$ cat src/rtl/tsv_link_pkg.sv
// tsv_link_pkg: shared frame sizing helpers and TX state type for the TSV link
package tsv_link_pkg;
    typedef enum logic {TX_IDLE, TX_SEND} tx_state_e;
    function automatic int frames_f(input int n_sig, input int n_tsv);
        return (n_sig + n_tsv - 1) / n_tsv;
    endfunction
    function automatic int idx_w_f(input int frames);
        return frames > 1 ? $clog2(frames) : 1;
    endfunction
    localparam int FRAMES_DEF = frames_f(32, 8);
    localparam int IDX_W_DEF = idx_w_f(FRAMES_DEF);
endpackage

$ cat src/rtl/tsv_link_rx.sv
// tsv_link_rx: reassembles sliced frames from the vias, checks parity and counts dropped frames
module tsv_link_rx
    import tsv_link_pkg::*;
#(
    parameter int N_SIG = 32,
    parameter int N_TSV = 8,
    parameter int ERR_W = 8
) (
    input  logic             clk1,
    input  logic             rst_n,
    input  logic [N_TSV-1:0] tsv_data_i,
    input  logic             tsv_sync_i,
    input  logic             tsv_par_i,
    output logic [N_SIG-1:0] sig_out,
    output logic             out_valid,
    output logic [ERR_W-1:0] err_cnt
);
    localparam int FRAMES = frames_f(N_SIG, N_TSV);
    localparam int IW = idx_w_f(FRAMES);
    localparam int W = FRAMES * N_TSV;
    localparam logic [IW-1:0] LAST = IW'(FRAMES - 1);
    logic [W-1:0] asm_q, asm_d;
    logic [IW-1:0] cnt_q, cnt_d, idx;
    logic bad_q, bad_d, busy, take, last, frame_bad, deliver, err_ev;
    // a nonzero slice counter means a frame is in progress; sync always restarts at slice 0
    always_comb begin
        busy = cnt_q != '0;
        take = tsv_sync_i || busy;
        idx = tsv_sync_i ? '0 : cnt_q;
        last = take && idx == LAST;
        frame_bad = (!tsv_sync_i && bad_q) || (tsv_par_i != ^tsv_data_i);
        deliver = last && !frame_bad;
        err_ev = (tsv_sync_i && busy) || (last && frame_bad);
        asm_d = asm_q;
        if (take) asm_d[int'(idx)*N_TSV +: N_TSV] = tsv_data_i;
        cnt_d = take ? (last ? '0 : idx + 1'b1) : cnt_q;
        bad_d = take ? frame_bad : bad_q;
    end
    always_ff @(posedge clk1 or negedge rst_n) begin
        if (!rst_n) begin
            asm_q <= '0;
            cnt_q <= '0;
            bad_q <= 1'b0;
            sig_out <= '0;
            out_valid <= 1'b0;
            err_cnt <= '0;
        end else begin
            asm_q <= asm_d;
            cnt_q <= cnt_d;
            bad_q <= bad_d;
            out_valid <= deliver;
            if (deliver) sig_out <= asm_d[N_SIG-1:0];
            if (err_ev && err_cnt != '1) err_cnt <= err_cnt + 1'b1;
        end
    end
endmodule

$ cat src/rtl/tsv_link_mux.sv
// tsv_link_mux: time-multiplexes a signal bundle over N_TSV vias plus sync and parity, with the RX half
module tsv_link_mux
    import tsv_link_pkg::*;
#(
    parameter int N_SIG = 32,
    parameter int N_TSV = 8,
    parameter int ERR_W = 8
) (
    input  logic             clk1,
    input  logic             rst_n,
    input  logic [N_SIG-1:0] sig_in,
    input  logic             in_valid,
    output logic             in_ready,
    output logic [N_TSV-1:0] tsv_data_o,
    output logic             tsv_sync_o,
    output logic             tsv_par_o,
    input  logic [N_TSV-1:0] tsv_data_i,
    input  logic             tsv_sync_i,
    input  logic             tsv_par_i,
    output logic [N_SIG-1:0] sig_out,
    output logic             out_valid,
    output logic [ERR_W-1:0] err_cnt
);
    localparam int FRAMES = frames_f(N_SIG, N_TSV);
    localparam int IW = idx_w_f(FRAMES);
    localparam int W = FRAMES * N_TSV;
    localparam logic [IW-1:0] LAST = IW'(FRAMES - 1);
    tx_state_e state_q, state_d;
    logic [IW-1:0] k_q, k_d;
    logic [W-1:0] snap_q, snap_d, pad;
    logic send, accept;
    // accepting in the last slice restarts at slice 0 so frames run gap-free
    always_comb begin
        pad = '0;
        pad[N_SIG-1:0] = sig_in;
        send = state_q == TX_SEND;
        in_ready = !send || k_q == LAST;
        accept = in_valid && in_ready;
        state_d = accept ? TX_SEND : (in_ready ? TX_IDLE : state_q);
        k_d = accept ? '0 : (send ? k_q + 1'b1 : k_q);
        snap_d = accept ? pad : snap_q;
        tsv_data_o = send ? snap_q[int'(k_q)*N_TSV +: N_TSV] : '0;
        tsv_sync_o = send && k_q == '0;
        tsv_par_o = ^tsv_data_o;
    end
    always_ff @(posedge clk1 or negedge rst_n) begin
        if (!rst_n) begin
            state_q <= TX_IDLE;
            k_q <= '0;
            snap_q <= '0;
        end else begin
            state_q <= state_d;
            k_q <= k_d;
            snap_q <= snap_d;
        end
    end
    tsv_link_rx #(.N_SIG(N_SIG), .N_TSV(N_TSV), .ERR_W(ERR_W)) u_rx (
        .clk1(clk1),
        .rst_n(rst_n),
        .tsv_data_i(tsv_data_i),
        .tsv_sync_i(tsv_sync_i),
        .tsv_par_i(tsv_par_i),
        .sig_out(sig_out),
        .out_valid(out_valid),
        .err_cnt(err_cnt)
    );
endmodule

$ cat config.mk
export PLATFORM = sky130hd
export DESIGN_NAME = tsv_link_mux
export DESIGN_NICKNAME = d
export VERILOG_FILES = /design/src/rtl/tsv_link_pkg.sv /design/src/rtl/tsv_link_rx.sv /design/src/rtl/tsv_link_mux.sv
export SDC_FILE = /design/constraint.sdc
export NUM_CORES = 1
export LEC_CHECK = 0
export ABC_AREA = 1
export CAP_MARGIN = 20
export CORE_MARGIN = 1.5
export CORE_UTILIZATION = 46
export DETAILED_ROUTE_END_ITERATION = 8
export HOLD_SLACK_MARGIN = 0.12
export PLACE_DENSITY = 0.68
export SYNTH_ARGS = -nofsm -noshare
export SYNTH_HDL_FRONTEND = slang
export SYNTH_HIERARCHICAL = 1
export SYNTH_SLANG_ARGS = --single-unit
$ cat constraint.sdc
create_clock -name clk1 -period 2.7 [get_ports clk1]
set_input_delay 0.54 -clock clk1 [delete_from_list [all_inputs] [get_ports clk1]]
set_output_delay 0.54 -clock clk1 [all_outputs]
set_load 0.1 [all_outputs]
==> metrics.md <==
| Metric | Value |
|---|---|
| Floorplan die height | `111 um` |
| DPL Wire Length | `approximately 8900 um` |
| N_diodes | `0` |
| Met1 Use GR | `27.3%` |
| Power per cell area | `between 1000 and 1500 nW/um^2` |
| H-tree level count | `3` |
| Share of synthesized area occupied by flip-flops and latches | `48.8%` |
| Drt via density | `4.84` |
| Final setup vio count | `0` |
| Overall die width | `around 110 um` |
| Max-cap violation count | `0` |
| Type of the worst setup path | `reg2out` |
| Worst min-delay path class | `in2async` |
| Cell accounting for the most synthesized area | `sky130_fd_sc_hd__dfrtp_1` |
| Delay contributed by the slowest stage of the critical path | `0.40 ns` |
| Result of the run | `finished, final reports clean` |
| Synthesized-area fraction occupied by adder cells | `roughly 1.9%` |
| Clock root buffer | `sky130_fd_sc_hd__clkbuf_16` |
| Initial cell density of the core | `a little under half` |
| Filler Cell Count | `1050` |
| Vias in the first global route | `~4400` |
| Setup skew after layout | `0.00629 ns` |
| Total wire length after detailed routing | `12100 um` |
| Placed Area | `roughly 6400 um^2` |
| Met2 usage in global routing | `35.2%` |
| Later-pin clock latency in the skew report | `approximately 0.35 ns` |
| Number of synthesized flops with an enable pin | `0` |
| CP max stage cell | `sky130_fd_sc_hd__dfrtp_1` |
| Final worst path period need | `approximately 2.6 ns` |
| Xor-xnor portion of the synthesized cell area | `1.45%` |
| Highest-utilization routing layer at the global route stage | `met2` |
| Final max-slew violation count | `0` |
| Async S/R FF share, synth | `100%` |
| Start of the worst register-to-register path | `u_rx/cnt_q[0]` |
| Post-route fraction of the period consumed by the critical path | `a little over nine tenths` |
| Number of library cell types mapped by synthesis | `34` |
| Buffers added on ports | `96` |
| # clock sinks | `around 100` |
| Global-route wire length before repair | `between 20000 and 25000 um` |
| CP most frequent cell | `sky130_fd_sc_hd__nand2_1` |
| Pin count of the biggest net entering global routing | `48` |
| Worst R2R End | `u_rx/sig_out[1]` |
| Area of the core | `~11000 um^2` |
| PnR Total Power | `between 0.008 and 0.009 W` |
| Relative slew margins | `about three fifths` |
| Met3 layer usage reported by global route | `slightly below 5%` |
| Bufs on Longest Clock Path | `2` |
| FMAX | `a little under 400 MHz` |
| RSZ-0062 raised after global routing | `no` |
| Top cells by area, synth | `sky130_fd_sc_hd__dfrtp_1, sky130_fd_sc_hd__nand2_1, sky130_fd_sc_hd__inv_1, sky130_fd_sc_hd__nor2_1, sky130_fd_sc_hd__nand3_1` |
| Most instantiated flip-flop cell in the synthesis netlist | `sky130_fd_sc_hd__dfrtp_1` |
| Pin slew with the least headroom to its limit | `0.578 ns` |
| Startpoint class of the critical path | `flop` |
| All-Layer GR Usage | `20.9%` |
| Cell with the most instances after synthesis | `sky130_fd_sc_hd__nand2_1` |
| Routed Antenna Nets | `0` |
| Fin area | `6760 um^2` |
| Number of placed I/O pins | `just under 100` |
| Length in cells of the worst reg-to-reg path | `8` |
| Number of vias after detailed routing | `about 4500` |
| Net Count, Synth | `just over 700` |
| Top post-synthesis cells by count | `sky130_fd_sc_hd__nand2_1, sky130_fd_sc_hd__dfrtp_1, sky130_fd_sc_hd__inv_1` |
| Crit Path Max Fanout | `10` |
| Hold-fix buffer count after cts | `0` |
| Data required time of the worst path | `around 2.2 ns` |
| Number of warnings printed during yosys synthesis | `6` |
| Final Net Count | `roughly 830` |
| TritonCTS clock tree | `built` |
| Post-synth top area share | `around 50%` |
| DRC errors left | `0` |
| Number of iterations in the first detailed-routing pass | `5` |
| Detailed Route Iter0 Violations | `roughly 200` |
| Combinational family with the most area after synthesis | `simple AND/OR/NAND/NOR gates` |
| CTS buffer count | `9` |
| Relative area change from synthesis to final layout | `26.8%` |
| Wire length per cell after detailed routing | `approximately 13 um` |
| Reg2Reg Setup Slack | `between 0.5 and 0.6 ns` |
| Full die area | `~12000 um^2` |
| Grt ovf | `0` |
| Final weighted congestion of routability-driven global placement | `0.854` |
| Area share of and/or/nand/nor cells after synthesis | `a little under a third` |
| Gate count after technology mapping | `approximately 670` |
| Layout cell share with drive strength beyond 1 | `between 10% and 20%` |
| Arrival time reported for the critical path endpoint | `slightly above 2 ns` |
| Number of storage elements in the synthesis netlist | `roughly 100` |
| Final-report hold violation count | `0` |
| Antenna violations before repair | `0` |
| Leakage component of the power | `3.68 nW` |
| Multiplexer share of the synthesized area | `0%` |
| Cells traversed along the worst timing path | `clkinvlp_4 -> nand3_1 -> nand3_2 -> inv_2 -> nand2_1 -> nand2_1 -> nand2_1 -> nand2_1 -> nand2_1 -> nand2_2 -> buf_12` |
| Clock Pin Slew Worst Setup and Hold Paths | `0.07 ns` |
| Complex-gate fraction of the synthesized area | `under 10%` |
| Area of the mapped netlist | `5330 um^2` |
| Number of placement rows | `39` |
| Post-synthesis average cell area | `around 8.0 um^2` |
| Maximum resistive drop on vdd | `roughly 2.7 mV` |
| Category of the worst setup path capture point | `output port` |
final cells by class:
type	instances	area (um^2)	area share [%]
tap	143	179	2.65
clock buffer	12	246	3.64
timing repair buffer	113	1110	16.4
inverter	80	312	4.61
clock inverter	4	53.8	0.795
multi-input combinational	465	2260	33.5
sequential	104	2600	38.5
cells in the final DEF, fill, tap and decap left out, drive strengths merged, types with 12 or more instances in the layout:
cell and n:
clkbuf 12, clkdlybuf4s50 43, o21ai 36, dfrtp 104, nand3 47, buf 70, a21boi 13, inv 78
nor2 51, nand2 289
metal layers:
metal / part of all wire (%) / up-vias
met5: 0 / -
met1: 46 / 2099
met2: 49 / 88
li1: - / 2260
met3: 4.2 / 9
met4: 0.93 / 0
logic make-up (layout without fill, tap and decap cells):
kind of cell / count (synthesis) / count (layout)
XOR/XNOR: 8 / 8
buffers and inverters: 99 / 209
flip-flops: 104 / 104
AO/OA/AOI/OAI: 57 / 57
AND/OR/NAND/NOR: 392 / 392
adder cells (fa/ha/maj): 8 / 8
worst max-delay path: cells and delay by family (launching register included):
kind          cells  cell delay, ns
simple gates      8            0.77
buf+inv           3            0.50
flops             1            0.40
how the worst max path moves through the flow:
| stage | end | from | slack [ns] | cells past startpoint |
|---|---|---|---|---|
| 2_1_floorplan | tsv_par_o | k_q[0] | 0.09 | 13 |
| 3_3_place_gp | u_rx/sig_out[4] | tsv_sync_i | -0.009 | 8 |
| 3_5_place_dp | u_rx/sig_out[1] | tsv_sync_i | -0.13 | 8 |
| 4_1_cts | tsv_par_o | k_q[1] | 0.03 | 10 |
| 5_1_grt | tsv_par_o | send | 0.01 | 9 |
| 6_report | tsv_par_o | k_q[1] | 0.13 | 11 |
flip-flops by register name, indices dropped and copies added (netlist names):
register and cells:
k_q 2, u_rx/cnt_q 2, snap_q 32, send 1
u_rx/err_cnt 8, u_rx/sig_out 32, u_rx/out_valid 1, u_rx/asm_q 25
u_rx/bad_q 1
through the flow:
stage | setup WS [ns] | util (%) | TNS, ns | cells | hold WS [ns]
final | 0.133 | 59.5 | 0 | 921 | 0.192
after global routing | 0.0113 | 59.5 | 0 | 921 | 0.231
after CTS | 0.0282 | 59.3 | 0 | 918 | 0.199
after detailed placement | -0.132 | 56.6 | -0.686 | 902 | 0.454
after global placement | -0.00861 | 56.6 | -0.0178 | 902 | 0.446
after floorplan | 0.0900 | - | 0 | 668 | 0.244
power breakdown:
| part | switching (W) | internal (W) |
|---|---|---|
| clock | 0.000575 | 0.000747 |
| sequential | 0.000280 | 0.00199 |
| combinational | 0.00375 | 0.00165 |
| total | 0.00460 | 0.00438 |
what timing repair did:
item,in CTS,in global routing
endpoints found under the setup margin,1,1
gates resized for setup,1,1
setup buffers,0,3
(Power assumes the default switching activity.)
